### src/rtl/lcd_cmd_host_if.sv
// Handshake bundle between the LCD command host, its script ROM and the LCD controller.
// master = host side, slave = ROM/controller/harness side.
interface lcd_cmd_host_if #(
    parameter int ADDR_W = 6
);
    logic              start;
    logic              script_rd;
    logic [ADDR_W-1:0] script_A;
    logic [3:0]        script_Q;
    logic              busy;
    logic              done;
    logic [3:0]        cmd;
    logic              cmd_valid;
    logic [7:0]        issued_cnt;
    logic [7:0]        bad_cnt;
    logic              err;
    logic              finished;

    modport master (
        input  start, script_Q, busy, done,
        output script_rd, script_A, cmd, cmd_valid, issued_cnt, bad_cnt, err, finished
    );

    modport slave (
        output start, script_Q, busy, done,
        input  script_rd, script_A, cmd, cmd_valid, issued_cnt, bad_cnt, err, finished
    );
endinterface

### src/rtl/lcd_cmd_host.sv
// Script-driven command host: fetches 4-bit codes from a ROM and strobes them to the LCD controller.
// Latency: start->first cmd_valid 4 cycles, 5 cycles per legal command; issue stalls while busy, bounded by TIMEOUT.
module lcd_cmd_host #(
    parameter int ADDR_W  = 6,
    parameter int TIMEOUT = 1024
) (
    input  logic           clk,
    input  logic           reset,
    lcd_cmd_host_if.master bus
);
    localparam int TW = $clog2(TIMEOUT + 1);
    localparam logic [ADDR_W-1:0] LAST  = '1;
    localparam logic [TW-1:0]     T_LIM = TW'(TIMEOUT - 1);

    typedef enum logic [2:0] {
        IDLE, FETCH, DECODE, WAIT_READY, ISSUE, GUARD, WAIT_DONE, FINISH
    } state_t;

    state_t            state, state_nx;
    logic [ADDR_W-1:0] ptr, ptr_nx;
    logic [3:0]        cmd_reg, cmd_reg_nx;
    logic [3:0]        cmd_q;
    logic              cmd_valid_q;
    logic              rd_q;
    logic              fin_q;
    logic [TW-1:0]     tcnt;
    logic [7:0]        issued_q, bad_q;
    logic              err_q, err_set, bad_inc;
    logic              timed_out;

    // True on the TIMEOUT-th consecutive cycle spent in a wait state.
    assign timed_out = (tcnt == T_LIM);

    always_comb begin
        state_nx   = state;
        ptr_nx     = ptr;
        cmd_reg_nx = cmd_reg;
        err_set    = 1'b0;
        bad_inc    = 1'b0;
        unique case (state)
            IDLE: begin
                if (bus.start) begin
                    state_nx = FETCH;
                    ptr_nx   = '0;
                end
            end
            FETCH: state_nx = DECODE;
            DECODE: begin
                if (bus.script_Q < 4'd12) begin
                    cmd_reg_nx = bus.script_Q;
                    state_nx   = WAIT_READY;
                end else begin
                    bad_inc = 1'b1;
                    if (ptr == LAST) begin
                        cmd_reg_nx = '0;
                        err_set    = 1'b1;
                        state_nx   = WAIT_READY;
                    end else begin
                        ptr_nx   = ptr + ADDR_W'(1);
                        state_nx = FETCH;
                    end
                end
            end
            WAIT_READY: begin
                if (!bus.busy) begin
                    state_nx = ISSUE;
                end else if (timed_out) begin
                    err_set  = 1'b1;
                    state_nx = FINISH;
                end
            end
            ISSUE: state_nx = (cmd_reg == 4'd0) ? WAIT_DONE : GUARD;
            GUARD: begin
                // Script ran off the end without a WRITE: force one so the controller writes back.
                if (ptr == LAST) begin
                    cmd_reg_nx = '0;
                    err_set    = 1'b1;
                    state_nx   = WAIT_READY;
                end else begin
                    ptr_nx   = ptr + ADDR_W'(1);
                    state_nx = FETCH;
                end
            end
            WAIT_DONE: begin
                if (bus.done) begin
                    state_nx = FINISH;
                end else if (timed_out) begin
                    err_set  = 1'b1;
                    state_nx = FINISH;
                end
            end
            FINISH:  state_nx = FINISH;
            default: state_nx = IDLE;
        endcase
    end

    always_ff @(posedge clk or posedge reset) begin
        if (reset) begin
            state       <= IDLE;
            ptr         <= '0;
            cmd_reg     <= '0;
            cmd_q       <= '0;
            cmd_valid_q <= 1'b0;
            rd_q        <= 1'b0;
            fin_q       <= 1'b0;
            tcnt        <= '0;
            issued_q    <= '0;
            bad_q       <= '0;
            err_q       <= 1'b0;
        end else begin
            state       <= state_nx;
            ptr         <= ptr_nx;
            cmd_reg     <= cmd_reg_nx;
            cmd_valid_q <= (state_nx == ISSUE);
            rd_q        <= (state_nx == FETCH);
            fin_q       <= (state_nx == FINISH);
            if (state_nx == ISSUE) cmd_q <= cmd_reg;
            if (state_nx != state) begin
                tcnt <= '0;
            end else if (state == WAIT_READY || state == WAIT_DONE) begin
                tcnt <= tcnt + TW'(1);
            end
            if (state == ISSUE && issued_q != 8'hFF) issued_q <= issued_q + 8'd1;
            if (bad_inc && bad_q != 8'hFF) bad_q <= bad_q + 8'd1;
            err_q <= err_q | err_set;
        end
    end

    assign bus.script_rd  = rd_q;
    assign bus.script_A   = ptr;
    assign bus.cmd        = cmd_q;
    assign bus.cmd_valid  = cmd_valid_q;
    assign bus.issued_cnt = issued_q;
    assign bus.bad_cnt    = bad_q;
    assign bus.err        = err_q;
    assign bus.finished   = fin_q;
endmodule

### src/flat_wrapper.sv
// flat-port wrapper written by rule: the top's interface ports become plain ports
module lcd_cmd_host_flat 
#(
    parameter int ADDR_W  = 6,
    parameter int TIMEOUT = 1024
)
  (clk, reset, bus_start, bus_script_Q, bus_busy, bus_done, bus_script_rd, bus_script_A, bus_cmd, bus_cmd_valid, bus_issued_cnt, bus_bad_cnt, bus_err, bus_finished);
  lcd_cmd_host_if #(.ADDR_W(ADDR_W)) bus_i ();
  input  logic clk;
  input  logic reset;
  input wire logic [$bits(bus_i.start)-1:0] bus_start;
  input wire logic [$bits(bus_i.script_Q)-1:0] bus_script_Q;
  input wire logic [$bits(bus_i.busy)-1:0] bus_busy;
  input wire logic [$bits(bus_i.done)-1:0] bus_done;
  output wire logic [$bits(bus_i.script_rd)-1:0] bus_script_rd;
  output wire logic [$bits(bus_i.script_A)-1:0] bus_script_A;
  output wire logic [$bits(bus_i.cmd)-1:0] bus_cmd;
  output wire logic [$bits(bus_i.cmd_valid)-1:0] bus_cmd_valid;
  output wire logic [$bits(bus_i.issued_cnt)-1:0] bus_issued_cnt;
  output wire logic [$bits(bus_i.bad_cnt)-1:0] bus_bad_cnt;
  output wire logic [$bits(bus_i.err)-1:0] bus_err;
  output wire logic [$bits(bus_i.finished)-1:0] bus_finished;
  assign bus_i.start = bus_start;
  assign bus_i.script_Q = bus_script_Q;
  assign bus_i.busy = bus_busy;
  assign bus_i.done = bus_done;
  assign bus_script_rd = bus_i.script_rd;
  assign bus_script_A = bus_i.script_A;
  assign bus_cmd = bus_i.cmd;
  assign bus_cmd_valid = bus_i.cmd_valid;
  assign bus_issued_cnt = bus_i.issued_cnt;
  assign bus_bad_cnt = bus_i.bad_cnt;
  assign bus_err = bus_i.err;
  assign bus_finished = bus_i.finished;
  lcd_cmd_host #(.ADDR_W(ADDR_W), .TIMEOUT(TIMEOUT)) u_core (.clk(clk), .reset(reset), .bus(bus_i));
endmodule
### config.mk
export PLATFORM = sky130hd
export DESIGN_NAME = lcd_cmd_host_flat
export DESIGN_NICKNAME = d
export VERILOG_FILES = /design/src/rtl/lcd_cmd_host_if.sv /design/src/rtl/lcd_cmd_host.sv /design/src/flat_wrapper.sv
export SDC_FILE = /design/constraint.sdc
export NUM_CORES = 1
export LEC_CHECK = 0
export ABC_AREA = 1
export CAP_MARGIN = 20
export CORE_MARGIN = 3
export CORE_UTILIZATION = 40
export DETAILED_ROUTE_END_ITERATION = 16
export GPL_ROUTABILITY_DRIVEN = 0
export HOLD_SLACK_MARGIN = 0.05
export PLACE_DENSITY_LB_ADDON = 0.12
export SLEW_MARGIN = 10
export SYNTH_ARGS = -nofsm -noshare
export SYNTH_HDL_FRONTEND = slang
export SYNTH_SLANG_ARGS = --single-unit
### constraint.sdc
create_clock -name clk -period 2.1 [get_ports clk]
set_clock_uncertainty 0.1 [all_clocks]
set_input_delay 0.42 -clock clk [delete_from_list [all_inputs] [get_ports clk]]
set_output_delay 0.42 -clock clk [all_outputs]
set_load 0.02 [all_outputs]
== Word level (Yosys, flattened, before mapping) ==
Index checks and enable logic that the tools add are counted.

* Add/sub/neg operators: 4
* Equal/unequal tests: 17
* Multiplexer cells: 25
* Reductions and logical operators: 9
* Bitwise gates (word level): 1
* Order comparisons: 1

{| class="wikitable"
|+ Operators with widths
! operator !! number
|-
| $pmux W3 S8 || 1
|-
| $mux W11 || 2
|-
| $eq A3 B3 Y1 const B || 6
|-
| $mux W6 || 3
|-
| $pmux W6 S3 || 1
|-
| $add A8 B1 Y8 const B || 2
|-
| $ne A8 B8 Y1 const B || 2
|-
| $mux W3 || 5
|-
| $add A11 B1 Y11 const B || 1
|-
| $eq A11 B10 Y1 const B || 1
|-
| $mux W4 || 2
|-
| $pmux W4 S2 || 1
|-
| $mux W1 || 7
|-
| $add A6 B1 Y6 const B || 1
|-
| $eq A3 B1 Y1 const B || 2
|-
| $eq A3 B2 Y1 const B || 2
|-
| $eq A6 B6 Y1 const B || 1
|-
| $logic_not A4 Y1 || 1
|-
| $lt A4 B4 Y1 const B || 1
|-
| $mux W2 || 2
|-
| $ne A2 B2 Y1 const B || 2
|-
| $pmux W1 S4 || 1
|-
| $reduce_bool A2 Y1 || 2
|-
| $logic_not A3 Y1 || 1
|-
| 6 further kinds || 7
|}

* Output and inout bits: 30
* Flip-flop bits (word level): 48

== Logic depth before layout (Yosys ltp) ==
* Depth after elaboration: 6
* Gate-level depth with buffers: 13
* Gate-level depth less buffers: 12

== Least setup slack after synthesis ==
OpenSTA, ideal clock, no wires.

* Path kind: register to register
* From: register u_core.ptr[0], in the netlist u_core.bus.script_A[0]
* To: register u_core.tcnt[8]
* Arrival time: 1.695 ns
* Cell stages (with the launch flop): 11
* Buffers on the path: 1
* Slack: 0.225 ns
* Period minus slack after synthesis: 1.875 ns
* Library setup time: 0.080 ns
* Cells stage by stage: dfrtp_1 -> ha_1 -> nand3_1 -> nor2_1 -> nand2_1 -> nand3_1 -> nor2_1 -> nand3_1 -> nand3_1 -> buf_4 -> nor3_4

* Longest elaborated chain between the ends: 6

{| class="wikitable"
|+ Ends and longest elaborated chain
! item !! RTL line !! text
|-
| from (decl) || lcd_cmd_host.sv:20 || <nowiki>logic [ADDR_W-1:0] ptr, ptr_nx;</nowiki>
|-
| from (signal assigned) || lcd_cmd_host.sv:112 || <nowiki>ptr <= ptr_nx;</nowiki>
|-
| $eq A6 B6 Y1 * || lcd_cmd_host.sv:54, lcd_cmd_host.sv:75 ||
|-
| $mux W2 * || lcd_cmd_host.sv:54, lcd_cmd_host.sv:75 ||
|-
| $mux W3 || lcd_cmd_host.sv:49 || <nowiki>if (bus.script_Q < 4'd12) begin</nowiki>
|-
| $pmux W3 S8 * || lcd_cmd_host.sv:40 || <nowiki>unique case (state)</nowiki>
|-
| $ne A3 B3 Y1 * || lcd_cmd_host.sv:118 || <nowiki>if (state_nx != state) begin</nowiki>
|-
| $mux W11 / $reduce_bool A2 Y1 (equally long branches) || n/a ||
|-
| to (signal assigned) || lcd_cmd_host.sv:121 || <nowiki>tcnt <= tcnt + TW'(1);</nowiki>
|-
| to (decl) || lcd_cmd_host.sv:26 || <nowiki>logic [TW-1:0] tcnt;</nowiki>
|}

Mark *: on every way between the ends. The rest lies on a longest branch, timed or not.
A chain may end at the register's enable or synchronous reset.

== Worst setup path after layout ==
* From: register u_core.bad_q[4], in the netlist u_core.bus.bad_cnt[4]
* To: output port bus_bad_cnt[4]

{| class="wikitable"
|+ RTL lines
! item !! RTL line !! text
|-
| from (decl) || lcd_cmd_host.sv:27 || <nowiki>logic [7:0] issued_q, bad_q;</nowiki>
|-
| from (signal assigned) || lcd_cmd_host.sv:124 || <nowiki>if (bad_inc && bad_q != 8'hFF) bad_q <= bad_q + 8'd1;</nowiki>
|-
| to (decl) || flat_wrapper.sv:20 || <nowiki>output wire logic [$bits(bus_i.bad_cnt)-1:0] bus_bad_cnt;</nowiki>
|}

No word-level cell between the ends.

==> flow_summary.json <==
{
  "crit_path_top_delay_cell": "sky130_fd_sc_hd__clkdlybuf4s50_1",
  "grt_pass1_vias": 1964,
  "synth.area.mux_share_pct": 0.826,
  "boundary_pins": 39,
  "path_class": "reg -> out",
  "synthesis.instances": 291,
  "ir_worst_vdd_uv": 323,
  "cp_data_required_time_ps": 1580,
  "kind_of_path_behind_the_tightest_hold_check": "in -> async",
  "cts_resized": 0,
  "final_core_utilization_pct": 52.9,
  "drt_pre_antenna_iters": 4,
  "synth_fp_nets": 304,
  "clkSlewWorstSetupHoldPaths_ps": 100,
  "hold_viol_final": 0,
  "worst_skew_pair.late_latency_ps": 300,
  "maxCapViolCount": 0,
  "setup-violations-final": 0,
  "synth_compound_area_share_pct": 4.86,
  "critical-path-top-delay-family": "buffers and inverters",
  "clock_sink_count": 48,
  "cp_cell_sequence": "clkdlybuf4s50_1",
  "timing.fmax_mhz": 517,
  "ctsRootBufferMaster": "sky130_fd_sc_hd__clkbuf_8",
  "post_synth_instance_area_mm2": 0.00257,
  "biggest_register": "u_core.tcnt",
  "viasPerCell": 4.92,
  "route.detailed.wl_per_inst_um": 12.5,
  "yosys.area_share.simple_pct": 30.5,
  "filler_cell_count": 593,
  "synth_seq_area_share_pct": 46.6,
  "cp_data_arrival_time_ps": 1410,
  "final_net_count": 355,
  "largest_reg_flops": 11,
  "final.setup.tns_ps": 0,
  "avgSynthCellArea_um2": 8.85,
  "p_leak_nw": 1.54,
  "crit_buf_inv": 1,
  "crit_fanout": 6,
  "ys_warn_count": 0,
  "outcome": "completed",
  "initial_antenna_violation_count": 0,
  "placement_rows": 28,
  "synth_top_family_by_area": "simple AND/OR/NAND/NOR gates",
  "post-route-drc-count": 0,
  "grt_setup_unrepaired": "false",
  "cts_inserted_buffers": 5,
  "cts_max_level": 2,
  "tritoncts_clock_tree": "built",
  "post_synthesis_adder_cell_area_fraction_pct": 1.94,
  "place_hpwl_um": 3960,
  "cts-hold-fix-buffers": 0,
  "cts_max_path_buffers": 2,
  "worstSetupStartpointType": "flop",
  "start_util_pct": 42.5,
  "crit_path_end_kind": "primary output",
  "vias_after_detailed_routing": 2055,
  "p_total_w": 0.00153,
  "core-area_mm2": 0.00606,
  "first_iter_violations": 72,
  "power.density_cell_area_mw_per_mm2": 477,
  "slowest_delay_ps": 650,
  "gr-total-overflow": 0,
  "grtUsageTotal_pct": 15.1,
  "ys_ff_latch": 48,
  "areaGrowthSynthToFinish_pct": 24.5,
  "final_antenna_diode_count": 0,
  "chipHeight_um": 86.2,
  "layout_cells_sized_above_1_pct": 17.2,
  "worst_slew_pin_slew_ps": 378,
  "floorplan.die_area_mm2": 0.00744,
  "io_buffers": 38,
  "totalWireLength_um": 5240,
  "slack_of_the_critical_path_ps": 166,
  "layout_worst_path_cycle_share_pct": 92.1,
  "route.antenna.remaining_nets": 0,
  "cts_setup_buffers": 0,
  "width_of_the_chip_um": 86.2,
  "slew_headroom_pct": 74.7,
  "preCtsSetupSlack_ps": 10.2,
  "yosys.area_share.xor_xnor_pct": 8.50,
  "final_max_slew_viol_count": 0,
  "grt_start_max_net_pins": 49,
  "synthDistinctLibCells": 35,
  "global_route_wire_length_before_repair_um": 9140,
  "timing.final.crit_period_ps": 1930
}
==> layer usage <==
layer  up-vias  GRT usage, %  share of wire, %
met2        40          25.2                48
li1       1043             -                 -
met1       970          20.7                48
met5         -             0                 0
met4         0          2.55              0.48
met3         2          3.14               3.5
==> where the power goes <==
group | switching (W) | internal (W)
clock | 0.000312 | 0.000237
combinational | 0.0000293 | 0.0000235
sequential | 0.00000109 | 0.000924
==> synth_stat cells, drive strengths merged <==
| master | n | area share (%) |
|---|---|---|
| o2111ai | 1 | 0.34 |
| xnor2 | 5 | 1.7 |
| xor2 | 20 | 6.8 |
| a21oi | 3 | 0.58 |
| nor2 | 35 | 6.0 |
| o211ai | 1 | 0.29 |
| inv | 36 | 5.3 |
| nor3 | 14 | 5.3 |
| o21a | 1 | 0.29 |
| nand3b | 1 | 0.29 |
| o21ai | 15 | 3.1 |
| ha | 4 | 1.9 |
| mux2i | 1 | 0.39 |
| dfrtp | 48 | 47 |
| buf | 4 | 1.4 |
| o21bai | 1 | 0.29 |
| nand4 | 5 | 1.5 |
| nand3 | 34 | 7.6 |
| mux2 | 1 | 0.44 |
| nand2 | 59 | 9.4 |
| or2 | 2 | 0.49 |
==> placed cells by master (no fill, tap or decap), drive strengths merged, types with 2 or more instances in the layout <==
| master | n |
|---|---|
| nand4 | 5 |
| ha | 4 |
| nand2 | 59 |
| dfrtp | 48 |
| nand3 | 34 |
| xnor2 | 5 |
| buf | 10 |
| xor2 | 20 |
| nor3 | 14 |
| clkdlybuf4s50 | 38 |
| clkbuf | 6 |
| or2 | 2 |
| a21oi | 3 |
| nor2 | 35 |
| o21ai | 15 |
| inv | 36 |
==> worst paths after layout <==
path                                           from                        to  slack (ps)  cells after the start
max                           u_core.bus.bad_cnt[4]            bus_bad_cnt[4]         170                      1
min                                           reset  u_core.bus.issued_cnt[5]         360                      3
max reg2reg                  u_core.bus.script_A[1]           u_core.tcnt[10]         170                     10
min reg2reg                u_core.bus.issued_cnt[7]  u_core.bus.issued_cnt[7]         400                      1
max in group asynchronous                     reset    u_core.bus.script_A[0]        1300                      3
min in group clk           u_core.bus.issued_cnt[7]  u_core.bus.issued_cnt[7]         400                      1
==> kinds of logic after synthesis <==
group,after synthesis
flops,48
fa+ha+maj,4
xor+xnor,25
buf+inv,40
compound gates,22
simple gates,150
mux,2
==> stage by stage <==
| stage | std cells | instance area, um2 | hold WS (ps) |
|---|---|---|---|
| global route | 418 | 3210 | 406 |
| finish | 418 | 3210 | 359 |
| CTS | 418 | 3200 | 377 |
| detailed placement | 410 | 3110 | 391 |
| floorplan | 291 | 2570 | 433 |
| global placement | 410 | 3110 | 389 |
==> final cells by class <==
type / instances / area, um2 / share of cell area (%)
timing repair buffer: 48 / 480 / 15.0
inverter: 36 / 138 / 4.29
clock buffer: 6 / 72.6 / 2.26
clock inverter: 2 / 16.3 / 0.507
tap: 75 / 93.8 / 2.93
sequential: 48 / 1200 / 37.5
multi-input combinational: 203 / 1200 / 37.5
Power figures use the tool's default switching activity.
